## config.mk

```make
export PLATFORM = sky130hd
export DESIGN_NAME = button_debouncer
export DESIGN_NICKNAME = d
export VERILOG_FILES = /design/src/rtl/button_debouncer_pkg.sv /design/src/rtl/sync_ff.sv /design/src/rtl/button_debouncer.sv
export SDC_FILE = /design/constraint.sdc
export NUM_CORES = 1
export LEC_CHECK = 0
export ABC_CLOCK_PERIOD_IN_PS = 3000
export CORE_MARGIN = 2
export CORE_UTILIZATION = 61
export DETAILED_ROUTE_END_ITERATION = 7
export GPL_TIMING_DRIVEN = 0
export PLACE_DENSITY = 0.79
export SYNTH_ARGS = -nofsm -noshare
export SYNTH_HDL_FRONTEND = slang
export SYNTH_SLANG_ARGS = --single-unit
```

## constraint.sdc

```tcl
create_clock -name clk -period 3 [get_ports clk]
set_input_delay 0.6 -clock clk [delete_from_list [all_inputs] [get_ports clk]]
set_output_delay 0.6 -clock clk [all_outputs]
set_load 0.005 [all_outputs]
```

## src/rtl/button_debouncer_pkg.sv

```systemverilog
// ============================================================================
// button_debouncer_pkg : shared FSM state type and default parameters
// Revision: 1.0
// ============================================================================
`default_nettype none

package button_debouncer_pkg;

  localparam int unsigned DEFAULT_DEBOUNCE_CYCLES = 1000000;
  localparam int unsigned DEFAULT_SYNC_STAGES     = 2;

  typedef enum logic [1:0] {
    ST_IDLE         = 2'd0,
    ST_PRESS_WAIT   = 2'd1,
    ST_PRESSED      = 2'd2,
    ST_RELEASE_WAIT = 2'd3
  } state_t;

endpackage : button_debouncer_pkg

`default_nettype wire

```

## src/rtl/sync_ff.sv

```systemverilog
// ============================================================================
// sync_ff : STAGES-deep flip-flop synchronizer, async active-low reset to 0
// Revision: 1.0
// ============================================================================
`default_nettype none

module sync_ff
  import button_debouncer_pkg::*;
#(
  parameter int unsigned STAGES = DEFAULT_SYNC_STAGES
) (
  input  logic clk,
  input  logic reset,
  input  logic d,
  output logic q
);

  logic [STAGES-1:0] sync_q;

  always_ff @(posedge clk or negedge reset) begin
    if (!reset) begin
      sync_q <= '0;
    end else begin
      sync_q <= {sync_q[STAGES-2:0], d};
    end
  end

  assign q = sync_q[STAGES-1];

endmodule : sync_ff

`default_nettype wire

```

## src/rtl/button_debouncer.sv

```systemverilog
// ============================================================================
// button_debouncer : synchronize, debounce and pulse on each accepted press.
// Optional macro BUTTON_DEBOUNCER_RELEASE_PULSE_EN adds output button_released.
// Revision: 1.0
// ============================================================================
`default_nettype none

module button_debouncer
  import button_debouncer_pkg::*;
#(
  parameter int unsigned DEBOUNCE_CYCLES = DEFAULT_DEBOUNCE_CYCLES,
  parameter int unsigned SYNC_STAGES     = DEFAULT_SYNC_STAGES
) (
  input  logic clk,
  input  logic reset,
  input  logic button_in,
`ifdef BUTTON_DEBOUNCER_RELEASE_PULSE_EN
  output logic button_released,
`endif
  output logic button_out
);

  localparam int unsigned    CNT_W   = $clog2(DEBOUNCE_CYCLES + 1);
  localparam logic [CNT_W-1:0] CNT_MAX = CNT_W'(DEBOUNCE_CYCLES);

  logic             button_sync;
  state_t           state;
  state_t           state_nxt;
  logic [CNT_W-1:0] cnt;
  logic [CNT_W-1:0] cnt_nxt;
  logic [CNT_W-1:0] cnt_inc;
  logic             press_nxt;
`ifdef BUTTON_DEBOUNCER_RELEASE_PULSE_EN
  logic             release_nxt;
`endif

  sync_ff #(
    .STAGES (SYNC_STAGES)
  ) u_sync (
    .clk   (clk),
    .reset (reset),
    .d     (button_in),
    .q     (button_sync)
  );

  // Saturating increment: the counter can never wrap past DEBOUNCE_CYCLES.
  assign cnt_inc = (cnt == CNT_MAX) ? cnt : cnt + 1'b1;

  always_comb begin
    state_nxt   = state;
    cnt_nxt     = cnt;
    press_nxt   = 1'b0;
`ifdef BUTTON_DEBOUNCER_RELEASE_PULSE_EN
    release_nxt = 1'b0;
`endif
    case (state)
      ST_IDLE: begin
        if (button_sync) begin
          state_nxt = ST_PRESS_WAIT;
          cnt_nxt   = '0;
        end
      end
      ST_PRESS_WAIT: begin
        if (!button_sync) begin
          state_nxt = ST_IDLE;
          cnt_nxt   = '0;
        end else if (cnt_inc == CNT_MAX) begin
          state_nxt = ST_PRESSED;
          cnt_nxt   = '0;
          press_nxt = 1'b1;
        end else begin
          cnt_nxt = cnt_inc;
        end
      end
      ST_PRESSED: begin
        if (!button_sync) begin
          state_nxt = ST_RELEASE_WAIT;
          cnt_nxt   = '0;
        end
      end
      ST_RELEASE_WAIT: begin
        if (button_sync) begin
          state_nxt = ST_PRESSED;
          cnt_nxt   = '0;
        end else if (cnt_inc == CNT_MAX) begin
          state_nxt   = ST_IDLE;
          cnt_nxt     = '0;
`ifdef BUTTON_DEBOUNCER_RELEASE_PULSE_EN
          release_nxt = 1'b1;
`endif
        end else begin
          cnt_nxt = cnt_inc;
        end
      end
      default: begin
        state_nxt = ST_IDLE;
        cnt_nxt   = '0;
      end
    endcase
  end

  always_ff @(posedge clk or negedge reset) begin
    if (!reset) begin
      state      <= ST_IDLE;
      cnt        <= '0;
      button_out <= 1'b0;
    end else begin
      state      <= state_nxt;
      cnt        <= cnt_nxt;
      button_out <= press_nxt;
    end
  end

`ifdef BUTTON_DEBOUNCER_RELEASE_PULSE_EN
  always_ff @(posedge clk or negedge reset) begin
    if (!reset) begin
      button_released <= 1'b0;
    end else begin
      button_released <= release_nxt;
    end
  end
`endif

endmodule : button_debouncer

`default_nettype wire

```

# ---- Yosys cells after proc, flatten, opt, wreduce, memory -nomap -nowiden
# Cells that the tools add are included.
dict set report totals {
  register_bits 25
  out_inout_bits 1
}
dict set report classes {
  reduce_logical 3
  n_mux 17
  eq_ne 9
  n_addsub 1
}
# operator count
set ops {}
lappend ops {{$mux W20} 6}
lappend ops {{$pmux W20 S4} 1}
lappend ops {{$eq A20 B20 Y1 const B} 2}
lappend ops {{$add A20 B1 Y20 const B} 1}
lappend ops {{$mux W2} 6}
lappend ops {{$pmux W2 S4} 1}
lappend ops {{$eq A2 B2 Y1 const B} 2}
lappend ops {{$reduce_and A4 Y1} 1}
lappend ops {{$mux W1} 3}
lappend ops {{$ne A3 B2 Y1 const B} 1}
lappend ops {{$ne A3 B3 Y1 const B} 1}
lappend ops {{$eq A2 B1 Y1 const B} 1}
lappend ops {{$logic_not A2 Y1} 1}
lappend ops {{$ne A2 B1 Y1 const B} 1}
lappend ops {{$ne A2 B2 Y1 const B} 1}
lappend ops {{$reduce_and A2 Y1} 1}

# ---- Depth between registers and ports, before layout
dict set report logic_depth {
  ltp_word 6
  ltp_mapped 11
}

# ---- Modules after synthesis
# Synthesis repeated with hierarchy kept, for this count alone.
dict set report unflattened {
  hier_cells 195
  hier_area_um2 1739.2
}
# module cells_each area_per_inst_um2 n_inst
set by_module_without_submodules {}
lappend by_module_without_submodules {button_debouncer 193 1689.1 1}
lappend by_module_without_submodules {sync_ff 2 50.0 1}

# ---- Worst setup path after synthesis
# No wires, ideal clock.
dict set report synth_timing {
  path_type {register to register}
  start {reg cnt[3]}
  end {reg cnt[12]}
  setup_slack_ns 0.345
  t_arrival_ns 2.531
  stages_incl_launch_ff 8
  n_path_buf 1
  cell_sequence {dfrtp_1 buf_6 or4b_4 or4_4 a2111oi_4 a31oi_2 and3_1 a211o_1}
}
dict set report synth_via {
  elab_chain_cells 6
  word_cells_on_any_way 8
  classes_between {add/sub (1); eq/ne (2); mux (5)}
}
# item line_no
set synth_lines {}
lappend synth_lines {{start, declared} button_debouncer.sv:29} ;# logic [CNT_W-1:0] cnt;
lappend synth_lines {{start signal, assigned} button_debouncer.sv:109} ;# cnt <= cnt_nxt;
lappend synth_lines {{$add A20 B1 Y20 / $eq A20 B20 Y1 (equally long branches)} button_debouncer.sv:47} ;# assign cnt_inc = (cnt == CNT_MAX) ? cnt : cnt + 1'b1;
lappend synth_lines {{$mux W20 *} button_debouncer.sv:47}
lappend synth_lines {{$eq A20 B20 Y1} {button_debouncer.sv:67, button_debouncer.sv:85}}
lappend synth_lines {{$mux W20 *} {button_debouncer.sv:67, button_debouncer.sv:85}}
lappend synth_lines {{$mux W20 (on tied branches)} {button_debouncer.sv:82, button_debouncer.sv:64}}
lappend synth_lines {{$pmux W20 S4 *} button_debouncer.sv:56} ;# case (state)
# Every way passes the cells marked *; elsewhere a longest branch is shown, timed or not.
# A chain may end at the register's enable or synchronous reset.

# ---- Final worst setup path
dict set report layout_timing {
  start {reg cnt[11]}
  end {reg cnt[10]}
}
# Same word-level chain as after synthesis.

==> results.yml <==
run_status:
  status: "finished clean"
clock_network:
  cts_tree: "done"
  cts_root_buffer: "clkbuf_4"
  cts.clk_slew.worst_paths_ns: 0.15
  cts.path.max_buffers: 2
  cts.sinks: 25
  cts-htree-levels: 1
  hold_buffers: 0
  cts_buffers: 3
  clock_latency_ns: 0.32
synthesis:
  synth-edff-count: 0
  ys_seq_area_share_pct: 35.6
  syn-num-nets: 218
  yosysWarnings: 0
  ys_async_sr_fraction_pct: 100
  synth_cell_types: 47
  synth_seq_cells: 25
  syn_area_per_cell_um2: 8.25
  synthesis.area_um2: 1760
  syn_inst: 213
  ys.flop_type: "dfrtp_1"
place:
  gp_congestion: 0.923
  portBuffers: 3
  dp_hpwl_um: 3100
  dp_slack_ns: -0.322
drt:
  wl_per_cell_um: 17.8
  drc: 0
  vias_per_cell: 6.97
  antenna_left: 0
  drt_iter0_markers: 144
  finalWirelength_um: 4460
  vias: 1749
  drt_first_pass_iters: 8
global_route:
  grt_max_degree: 26
  grt_overflow: 0
  grt_pass1_wl_um: 7380
  grt_usage_pct: 28.8
  grt_pass1_vias: 1606
  antenna_found_initial: 0
floorplan:
  coreArea_um2: 2760
  die_y_um: 57.7
  initial_core_util_pct: 63.7
  num_rows: 19
  pin_count: 4
  die_width_um: 57.7
  dieArea_um2: 3330
timing:
  finalCritPeriodShare_pct: 96.3
  report.final.slew_viol_count: 0
  timing.slew.headroom_pct: 28.2
  finalCriticalPeriod_ns: 2.89
  fin_skew_ns: 0.0131
  fmaxAchievable_mhz: 346
  rsz0062_at_grt: "no"
  fin_ws_ns: 0.112
  tightest_slew_ns: 1.07
  hold_violations: 0
  setup_violations: 0
  worst_hold_slack_ns: 0.375
critical_path:
  slowest_delay_ns: 0.48
  r2r_cells: 9
  worst-setup-path-type: "reg -> reg"
  cpMostUsedCell: "a21oi_1"
  critPathLaunchType: "flop"
  worstPathRequired_ns: 3.21
  critPathLaunch: "cnt[11]"
  critPathCaptureType: "flop"
  slowest_stage: "or4_4"
  r2r_start: "cnt[11]"
  critPathMaxFanout: 10
  cp.depth: 9
  cp.arrival_ns: 3.10
  path_buf_inv: 2
  crit_family: "simple AND/OR/NAND/NOR gates"
  crit_chain: "clkbuf_1, nor4b_2, nand4_1, or4_4, a2111oi_4, a31oi_4, buf_2, a21oi_1, a21oi_1"
cells_and_area:
  final_cell_mix: "dfrtp_1, nand3_1, nand2_1"
  final_common_cell: "dfrtp_1"
  antennaDiodeCount: 0
  nets: 226
  drive_above_1_share_pct: 11.8
  fillers: 236
  area_growth_pct: 9.96
flow_run:
  cap_violations: 0
min_path:
  holdPathStages: 0
  worstHoldPathType: "reg -> reg"
  hp-start: "u_sync.sync_q[0]"
pwr:
  leakage_nw: 0.787
  power_density_nw_per_um2: 285
  irDropWorstVdd_v: 0.000316
==> worst register-to-register path: cells and delay by family, from the launching register on <==
kind	cells	cell delay, ns
AO/OA/AOI/OAI	4	0.89
flip-flops	1	0.39
AND/OR/NAND/NOR	3	1.06
buffers and inverters	2	0.46
==> path summary, 6_finish.rpt <==
check,end,slack (ns)
setup reg to reg,cnt[10],0.11
setup / recovery,cnt[10],0.11
hold reg to reg,u_sync.sync_q[1],0.37
max in group asynchronous,cnt[1],1.51
hold / removal,u_sync.sync_q[1],0.37
min in group asynchronous,cnt[15],0.83
==> through the flow <==
stage	area [um^2]	TNS [ns]	power (W)	util [%]	std cells
CTS	1890	0	0.000552	68.6	252
global placement	1830	-2.20	0.000398	66.2	247
detailed placement	1830	-2.89	0.000400	66.2	247
finish	1930	0	0.000550	70.1	251
global route	1930	0	0.000571	70.1	251
floorplan	1760	0	0.000379	-	213
==> logic make-up (layout without fill, tap and decap cells) <==
kind of cell | count (synthesis) | in the layout | synth area share, %
muxes | 4 | 4 | 2.35
and+or+nand+nor | 103 | 103 | 32.4
DFF | 25 | 25 | 35.6
xor gates and xnor gates | 7 | 7 | 3.49
buffers and inverters | 24 | 31 | 5.84
adders and majority gates | 2 | 2 | 1.42
AOI/OAI and AO/OA | 48 | 48 | 18.9
==> sequential cells by signal, summed over array words and instances, names as in the netlist, named ones only <==
register,cells
u_sync.sync_q,2
state,1
cnt,20
button_out,1
==> synth_stat cells, drive strengths merged (2+ instances only) <==
master	number	area share, %
and4b	2	1.1
nor3	6	1.7
o21a	2	0.85
o21ai	11	3.1
nor2	10	2.1
dfrtp	25	36
nand4	11	3.9
nand2	21	4.5
or3	3	1.1
a211o	2	1.0
and4	4	2.0
nand3	24	6.8
a31oi	5	2.1
a21oi	13	3.7
nor4	4	1.4
inv	8	1.7
buf	5	1.8
and2	2	0.71
mux2i	3	1.7
ha	2	1.4
and3	7	2.5
a211oi	2	0.85
nor3b	3	1.3
clkbuf	11	2.3
nand2b	2	0.71
xor2	3	1.5
xnor2	4	2.0
==> routing by layer <==
metal  track usage, %  share of wire, %  vias up
met3             2.90               9.0       13
li1                 -                 -      806
met5                0                 0        -
met4             14.3               1.5        0
met2             45.6                48       84
met1             39.4                42      846
==> what timing repair did <==
item,in CTS,in global routing
setup buffers,1,0
setup endpoints to repair,14,15
pin swaps,1,0
gates resized for setup,6,9
hold endpoints to repair,0,0
==> cell type report <==
class                           count  area, um^2  area share [%]
Clock inverter                      1        7.51           0.388
Sequential cell                    25         626            32.4
Inverter                            8        30.0            1.55
Clock buffer                        3        22.5            1.17
Timing Repair Buffer                4        37.5            1.94
Multi-Input combinational cell    164        1100            57.0
Buffer                             15        70.1            3.62
Tap cell                           31        38.8            2.01
==> report_power, final <==
group          total (W)  leakage [nW]  switching [W]  internal, W
registers       0.000346         0.341     0.00000456     0.000341
clock network   0.000156        0.0139       0.000105    0.0000510
logic          0.0000490         0.432      0.0000342    0.0000148
Note: power is estimated with default switching activity, not from simulation.
